**src/rtl/uart_cmd_controller_if.sv**
```systemverilog
// UART-side bundle: receive strobe/byte in, transmit request/byte out, transmitter busy back.
// master = command controller, slave = UART receiver/transmitter pair.
interface uart_cmd_controller_if;
  logic [7:0] RData;
  logic       DVPulse;
  logic       TxBusy;
  logic [7:0] TxData;
  logic       TxStart;

  modport master (input RData, DVPulse, TxBusy, output TxData, TxStart);
  modport slave  (output RData, DVPulse, TxBusy, input TxData, TxStart);
endinterface

```
**src/rtl/uart_cmd_controller.sv**
```systemverilog
// Line command controller: buffers RX bytes, decodes on CR, replies 'A'/'E' then CR via the UART TX.
// Latency: CR-to-TxStart is 3 cycles; CmdDone 1 cycle after the final TX byte completes.
// Backpressure: TX is paced by TxBusy; RX bytes arriving while busy are dropped and counted.
module uart_cmd_controller #(
  parameter int MAXLEN = 8
) (
  input  logic                  i_Clk50M,
  input  logic                  i_Rst,
  uart_cmd_controller_if.master bus,
  output logic                  o_LedOn,
  output logic                  o_OkTog,
  output logic                  o_CmdDone,
  output logic                  o_Busy,
  output logic [7:0]            o_DropCnt
);

  localparam int LW   = $clog2(MAXLEN + 1);
  // at least three entries so "off" can always be compared at fixed indices
  localparam int BUFD = (MAXLEN < 3) ? 3 : MAXLEN;

  typedef enum logic [2:0] {
    S_COLLECT, S_DECODE, S_SEND0, S_SEND1, S_WAITHI, S_WAITLO, S_DONE
  } state_t;

  state_t      r_state;
  logic [7:0]  r_buf [BUFD];
  logic [LW-1:0] r_len;
  logic        r_ovf;
  logic        r_ack;
  logic        r_idx;
  logic [2:0]  r_tmo;
  logic [7:0]  r_tx_data;
  logic        r_tx_start;
  logic        r_led;
  logic        r_tog;
  logic        r_cmd_done;
  logic        r_busy;
  logic [7:0]  r_drop_cnt;

  logic w_is_ok;
  logic w_is_on;
  logic w_is_off;
  logic w_accept;

  assign w_is_ok  = (r_len == LW'(2)) && (r_buf[0] == 8'd111) && (r_buf[1] == 8'd107);
  assign w_is_on  = (r_len == LW'(2)) && (r_buf[0] == 8'd111) && (r_buf[1] == 8'd110);
  assign w_is_off = (r_len == LW'(3)) && (r_buf[0] == 8'd111) && (r_buf[1] == 8'd102)
                    && (r_buf[2] == 8'd102);
  assign w_accept = !r_ovf && (w_is_ok || w_is_on || w_is_off);

  always_ff @(posedge i_Clk50M) begin
    if (i_Rst) begin
      r_state    <= S_COLLECT;
      r_len      <= '0;
      r_ovf      <= 1'b0;
      r_ack      <= 1'b0;
      r_idx      <= 1'b0;
      r_tmo      <= 3'd0;
      r_tx_data  <= 8'd0;
      r_tx_start <= 1'b0;
      r_led      <= 1'b0;
      r_tog      <= 1'b0;
      r_cmd_done <= 1'b0;
      r_busy     <= 1'b0;
      r_drop_cnt <= 8'd0;
    end else begin
      r_tx_start <= 1'b0;
      r_cmd_done <= 1'b0;
      if (bus.DVPulse && (r_state != S_COLLECT) && (r_drop_cnt != 8'hFF))
        r_drop_cnt <= r_drop_cnt + 8'd1;

      case (r_state)
        S_COLLECT: begin
          if (bus.DVPulse) begin
            if (bus.RData == 8'd13) begin
              r_state <= S_DECODE;
              r_busy  <= 1'b1;
            end else if (bus.RData != 8'd10) begin
              if (r_len < LW'(MAXLEN)) begin
                for (int i = 0; i < BUFD; i++)
                  if (r_len == LW'(i)) r_buf[i] <= bus.RData;
                r_len <= r_len + LW'(1);
              end else begin
                r_ovf <= 1'b1;
              end
            end
          end
        end
        S_DECODE: begin
          if (!r_ovf && w_is_ok)  r_tog <= ~r_tog;
          if (!r_ovf && w_is_on)  r_led <= 1'b1;
          if (!r_ovf && w_is_off) r_led <= 1'b0;
          r_ack   <= w_accept;
          r_len   <= '0;
          r_ovf   <= 1'b0;
          r_state <= S_SEND0;
        end
        S_SEND0, S_SEND1: begin
          if (!bus.TxBusy) begin
            r_tx_data  <= (r_state == S_SEND1) ? 8'd13 : (r_ack ? 8'd65 : 8'd69);
            r_tx_start <= 1'b1;
            r_idx      <= (r_state == S_SEND1);
            r_tmo      <= 3'd0;
            r_state    <= S_WAITHI;
          end
        end
        S_WAITHI: begin
          if (bus.TxBusy) begin
            r_state <= S_WAITLO;
          end else if (r_tmo == 3'd3) begin
            // transmitter never acknowledged: treat the byte as sent
            if (r_idx) begin
              r_state    <= S_DONE;
              r_cmd_done <= 1'b1;
            end else begin
              r_state <= S_SEND1;
            end
          end else begin
            r_tmo <= r_tmo + 3'd1;
          end
        end
        S_WAITLO: begin
          if (!bus.TxBusy) begin
            if (r_idx) begin
              r_state    <= S_DONE;
              r_cmd_done <= 1'b1;
            end else begin
              r_state <= S_SEND1;
            end
          end
        end
        S_DONE: begin
          r_state <= S_COLLECT;
          r_busy  <= 1'b0;
        end
        default: begin
          r_state <= S_COLLECT;
          r_busy  <= 1'b0;
        end
      endcase
    end
  end

  assign bus.TxData  = r_tx_data;
  assign bus.TxStart = r_tx_start;
  assign o_LedOn     = r_led;
  assign o_OkTog     = r_tog;
  assign o_CmdDone   = r_cmd_done;
  assign o_Busy      = r_busy;
  assign o_DropCnt   = r_drop_cnt;

endmodule

```
**src/flat_wrapper.sv**
```systemverilog
// flat-port wrapper written by rule: the top's interface ports become plain ports
module uart_cmd_controller_flat 
#(
  parameter int MAXLEN = 8
)
  (i_Clk50M, i_Rst, o_LedOn, o_OkTog, o_CmdDone, o_Busy, o_DropCnt, bus_RData, bus_DVPulse, bus_TxBusy, bus_TxData, bus_TxStart);
  uart_cmd_controller_if bus_i ();
  input  logic i_Clk50M;
  input  logic i_Rst;
  output logic o_LedOn;
  output logic o_OkTog;
  output logic o_CmdDone;
  output logic o_Busy;
  output logic [7:0] o_DropCnt;
  input wire logic [$bits(bus_i.RData)-1:0] bus_RData;
  input wire logic [$bits(bus_i.DVPulse)-1:0] bus_DVPulse;
  input wire logic [$bits(bus_i.TxBusy)-1:0] bus_TxBusy;
  output wire logic [$bits(bus_i.TxData)-1:0] bus_TxData;
  output wire logic [$bits(bus_i.TxStart)-1:0] bus_TxStart;
  assign bus_i.RData = bus_RData;
  assign bus_i.DVPulse = bus_DVPulse;
  assign bus_i.TxBusy = bus_TxBusy;
  assign bus_TxData = bus_i.TxData;
  assign bus_TxStart = bus_i.TxStart;
  uart_cmd_controller #(.MAXLEN(MAXLEN)) u_core (.i_Clk50M(i_Clk50M), .i_Rst(i_Rst), .bus(bus_i), .o_LedOn(o_LedOn), .o_OkTog(o_OkTog), .o_CmdDone(o_CmdDone), .o_Busy(o_Busy), .o_DropCnt(o_DropCnt));
endmodule
```
**config.mk**
```make
export PLATFORM = sky130hd
export DESIGN_NAME = uart_cmd_controller_flat
export DESIGN_NICKNAME = d
export VERILOG_FILES = /design/src/rtl/uart_cmd_controller_if.sv /design/src/rtl/uart_cmd_controller.sv /design/src/flat_wrapper.sv
export SDC_FILE = /design/constraint.sdc
export NUM_CORES = 1
export LEC_CHECK = 0
export ABC_AREA = 1
export BUFFER_PORTS_ARGS = -buffer_cell sky130_fd_sc_hd__buf_2
export CAP_MARGIN = 20
export CORE_MARGIN = 5
export CORE_UTILIZATION = 61
export CTS_CLUSTER_SIZE = 14
export DETAILED_ROUTE_END_ITERATION = 6
export PLACE_DENSITY = 0.88
export SLEW_MARGIN = 20
export SYNTH_ARGS = -nofsm -noshare
export SYNTH_HDL_FRONTEND = slang
export SYNTH_SLANG_ARGS = --single-unit
```
**constraint.sdc**
```tcl
create_clock -name i_Clk50M -period 3.3 [get_ports i_Clk50M]
set_clock_uncertainty 0.15 [all_clocks]
set_input_delay 0.66 -clock i_Clk50M [delete_from_list [all_inputs] [get_ports i_Clk50M]]
set_output_delay 0.66 -clock i_Clk50M [all_outputs]
set_load 0.02 [all_outputs]
```
# Yosys cells after proc, flatten, opt, wreduce, memory -nomap -nowiden
# Memories as Yosys holds them, arrays and structs flattened.
# Cells that the tools add are included.
# totals
ramBits,64
regBits,34
n_memories,1
wordCells,213
# memory_table
memory,depth,width,read_ports,rd_clocked_by_memory_dff,write_ports,line_no,rtl
u_core.r_buf,8,8,3,0,1,uart_cmd_controller.sv:26,logic [7:0] r_buf [BUFD];
# op_classes
bitwise_logic,4
n_lt_le_gt_ge,1
eq_ne,32
reduce_logical,39
n_mux,120
n_addsub,3
# op_table
cell,n
$mux W1,84
$mux W8,8
$reduce_or A8 Y1,7
$mux W3,18
$eq A8 B7 Y1 const B,5
$eq A4 B3 Y1 const B,4
$mux W4,4
$pmux W3 S5,1
$reduce_and A5 Y1,3
$ne A2 B2 Y1 const B,7
$logic_and A1 B1 Y1,12
$eq A3 B2 Y1 const B,3
$add A8 B1 Y8 const B,1
$eq A4 B2 Y1 const B,2
$eq A8 B4 Y1 const B,1
$ne A8 B4 Y1 const B,1
$ne A8 B8 Y1 const B,1
$pmux W4 S2,1
$eq A3 B3 Y1 const B,2
$ne A2 B1 Y1 const B,3
$pmux W1 S2,3
$pmux W3 S2,1
$reduce_and A2 Y1,3
$reduce_bool A2 Y1,3
16 further kinds,21

# Longest topological paths before layout
# depth
ltp_word,17
ltp_mapped,10
mapped_depth_nobuf,10

# Least setup slack after synthesis
# OpenSTA, ideal clock, no wires.
# synth_path
path_kind,input to register
startpoint,input i_Rst
endpoint,"memory u_core.r_buf[2][0], in the netlist u_core.r_buf[0][16] (enable)"
setup_time_ns,0.370
slack_ns,1.123
stages,5
arrival_time_ns,1.656
path_cell_list,clkbuf_1 > inv_1 > clkbuf_1 > nand4_1 > nor2_1
# synth_via
elab_chain_len,10
# synth_lines
element,line_no,rtl
start: declaration,flat_wrapper.sv:9,input logic i_Rst;
$mux W1,uart_cmd_controller.sv:52,if (i_Rst) begin
$mux W1 (not written as such),uart_cmd_controller.sv:81,if (r_len == LW'(i)) r_buf[i] <= bus.RData;
$reduce_or A8 Y1 (no line),n/a,
$mux W3 (no line) / $mux W1 (equally long branches) (7 in series),n/a,
end: declaration,uart_cmd_controller.sv:26,
# Parallel ways exist; a longest one is shown, timed or not.

# Worst setup path in the final report
# layout_path
startpoint,input i_Rst
endpoint,"memory u_core.r_buf[2][1], in the netlist u_core.r_buf[0][17] (enable)"
# The elaborated chain is that of the path after synthesis.

==> qor.tcl <==
set qor(route.detailed.wl_per_inst_um) 12.2
set qor(crit_arrival_ps) 1900
set qor(antenna_found_initial) 0
set qor(synth_cells) 300
set qor(numClockSinks) 53
set qor(grt_util_all_layers_pct) 19.0
set qor(irDropWorstVdd_mv) 0.431
set qor(globalplace.congestion) 0.909
set qor(design_area_um2) 2760
set qor(detailed_router_iteration_count_before_antenna_repair) 5
set qor(multi_input_comb_area_um2) 1010
set qor(synth_ff_type) {sky130_fd_sc_hd__dfxtp_1}
set qor(async_flop_share_pct) 0
set qor(port-buffer-count) 28
set qor(cts_tree) {done}
set qor(worst_relative_slew_slack_pct) 50.6
set qor(wirelength_um) 4670
set qor(drv_slew) 0
set qor(setup.worst_path.end_class) {flop}
set qor(transition_time_at_the_pin_with_the_least_slew_margin_ps) 739
set qor(area.growth.synth_to_final_pct) 10.2
set qor(ys_warn_count) 0
set qor(setup_violations) 0
set qor(critical-path-slowest-cell) {sky130_fd_sc_hd__nor2_1}
set qor(register_area_um2) 1300
set qor(viasPerCell) 5.24
set qor(cap_viol_max_count) 0
set qor(cts.repair_timing.setup_buffer_count) 0
set qor(die_area_um2) 5490
set qor(mappedNetlistArea_um2) 2510
set qor(finalCriticalPeriod_ps) 2120
set qor(cellLeakagePower_nw) 1.19
set qor(highest_clock_frequency_the_design_can_meet_ghz) 0.472
set qor(layout.cells.most_common_list) {66 x sky130_fd_sc_hd__nand2_1, 50 x sky130_fd_sc_hd__nor2_1, 38 x sky130_fd_sc_hd__inv_1}
set qor(synth_top_area_share_pct) 28.7
set qor(diodes) 0
set qor(cts-resized-gates) 0
set qor(synthTopCellsByArea) {sky130_fd_sc_hd__edfxtp_1 29%, sky130_fd_sc_hd__dfxtp_1 23%, sky130_fd_sc_hd__nand2_1 9.9%, sky130_fd_sc_hd__nor2_1 7.5%, sky130_fd_sc_hd__inv_1 5.7%}
set qor(crit_path_max_incr_delay_ps) 540
set qor(num_rows) 23
set qor(synthDominantAreaCellType) {sky130_fd_sc_hd__edfxtp_1}
set qor(start_util_pct) 62.7
set qor(rsz0062_at_grt) {no}
set qor(worst_setup_path_start_kind) {input port}
set qor(first_iter_violations) 174
set qor(vias_in_the_first_global_route) 1836
set qor(hold_violations_final) 0
set qor(worst-endpoint-required_ps) 3080
set qor(worstPathCellList) {buf_2 > inv_1 > nand4_1 > nor2_1}
set qor(commonest_non_fill_non_tap_cell_in_the_layout) {sky130_fd_sc_hd__nand2_1}
set qor(timing.setup.critical_path_class) {input port to flop}
set qor(clock_insertion_delay_worst_skew_ps) 300
set qor(final.fill_count) 311
set qor(floorplan.die.width_um) 74.1
set qor(synth-seq-cells) 53
set qor(final_nets) 349
set qor(cts.clk_slew.worst_paths_ps) 80
set qor(power_per_cell_area_nw_per_um2) 702
set qor(totalNegativeSetupSlack_ps) 0
set qor(grt_max_degree) 20
set qor(cts.path.max_buffers) 2
set qor(core_um2) 4000
set qor(dp.final_hpwl_um) 3520
set qor(grt_first_pass_wirelength_um) 8050
set qor(cts_hold_buffers) 0
set qor(dr_drc_count) 0
set qor(num_vias) 1998
set qor(cts_buffers) 5
set qor(final_antenna_net_count) 0
set qor(clock_tree.htree_level_count) 2
set qor(critical_path.max_fanout) 19
set qor(die_y_um) 74.1
set qor(post_route_cells_drive_above_1_share_pct) 15.1
set qor(globalRouteOverflowTotal) 0
set qor(outcome) {finished clean}
set qor(floorplan.io_pins) 33
set qor(worstHoldPathType) {flop to flop}
set qor(clk_root_buffer_cell) {sky130_fd_sc_hd__clkbuf_8}
set qor(place_area_um2) 2670
set qor(post_synth.cell_area_avg_um2) 8.36
set qor(synth_sequential_area_ratio_pct) 51.9
set qor(finalCritPeriodShare_pct) 64.2
set qor(yosysUniqueCellTypes) 33
set qor(synth_enable_flop_cells) 24
-- synthesized netlist by cell type (all sizes together), types with 4 or more instances --
library cell,number
a21oi,15
buf,5
dfxtp,29
edfxtp,24
ha,7
inv,40
nand2,71
nand3,16
nand4,4
nor2,57
o21ai,9
xor2,4
-- worst max-delay path: cells and delay by family --
family	cells	cell delay, ps
simple gates	2	690
buf+inv	2	550
-- per-layer routing --
metal  global-route usage (%)  vias up  wire length (um)
li1                         -     1015                 -
met1                     24.9      906              2060
met2                     32.1       68              2240
met3                     3.78        9               306
met4                     5.43        0                65
met5                        0        -                 0
-- flip-flops by register name, summed over array words and instances (netlist names) --
signal              cells
u_core.r_ack            1
u_core.bus.TxStart      1
u_core.r_len            4
u_core.bus.TxData       4
u_core.r_state          3
u_core.r_buf           24
u_core.o_CmdDone        1
u_core.o_DropCnt        8
u_core.o_Busy           1
u_core.r_tmo            3
u_core.r_ovf            1
u_core.o_LedOn          1
u_core.o_OkTog          1
-- final cells by class --
type | instances | area share [%]
multi-input cells | 202 | 36.7
repair buffers | 28 | 5.07
clock buffers | 8 | 3.26
flip-flops and latches | 53 | 47.1
well taps | 50 | 2.26
inverters | 40 | 5.62
-- power by group --
part | switching [W] | total (W) | leakage (nW) | internal, W
logic | 0.000491 | 0.000714 | 0.689 | 0.000224
registers | 0.0000722 | 0.000859 | 0.453 | 0.000787
clock network | 0.000195 | 0.000367 | 0.0455 | 0.000171
total | 0.000758 | 0.00194 | 1.19 | 0.00118
-- final timing paths --
path | from | to | slack (ps) | cells after the start
setup / recovery | i_Rst | u_core.r_buf[0][17]$_DFFE_PP_ | 1180 | 4
hold / removal | u_core.r_ack$_SDFFE_PP0N_ | u_core.bus.TxData[2]$_SDFFE_PP0P_ | 310 | 1
setup reg to reg | u_core.r_state[0]$_SDFFE_PP0P_ | u_core.r_buf[0][17]$_DFFE_PP_ | 1200 | 5
hold reg to reg | u_core.r_ack$_SDFFE_PP0N_ | u_core.bus.TxData[2]$_SDFFE_PP0P_ | 310 | 1
-- stage by stage --
step                      setup WS, ps  hold slack [ps]  util, %  std cells  total power (W)
after CTS                         1190              315     69.1        381          0.00194
after global routing              1040              359     69.1        381          0.00209
after floorplan                   1120              279        -        303          0.00142
final                             1180              309     69.1        381          0.00194
after detailed placement           851              291     66.8        373          0.00158
after global placement             973              291     66.8        373          0.00155
-- cell families after synthesis --
logic type	after synthesis	share of synthesized area (%)
simple gates	152	26.1
buf+inv	48	8.13
compound gates	32	7.78
other cells	1	0.150
xor+xnor	7	2.45
flops	53	51.9
fa+ha+maj	7	3.49
Note: power is estimated with default switching activity, not from simulation.
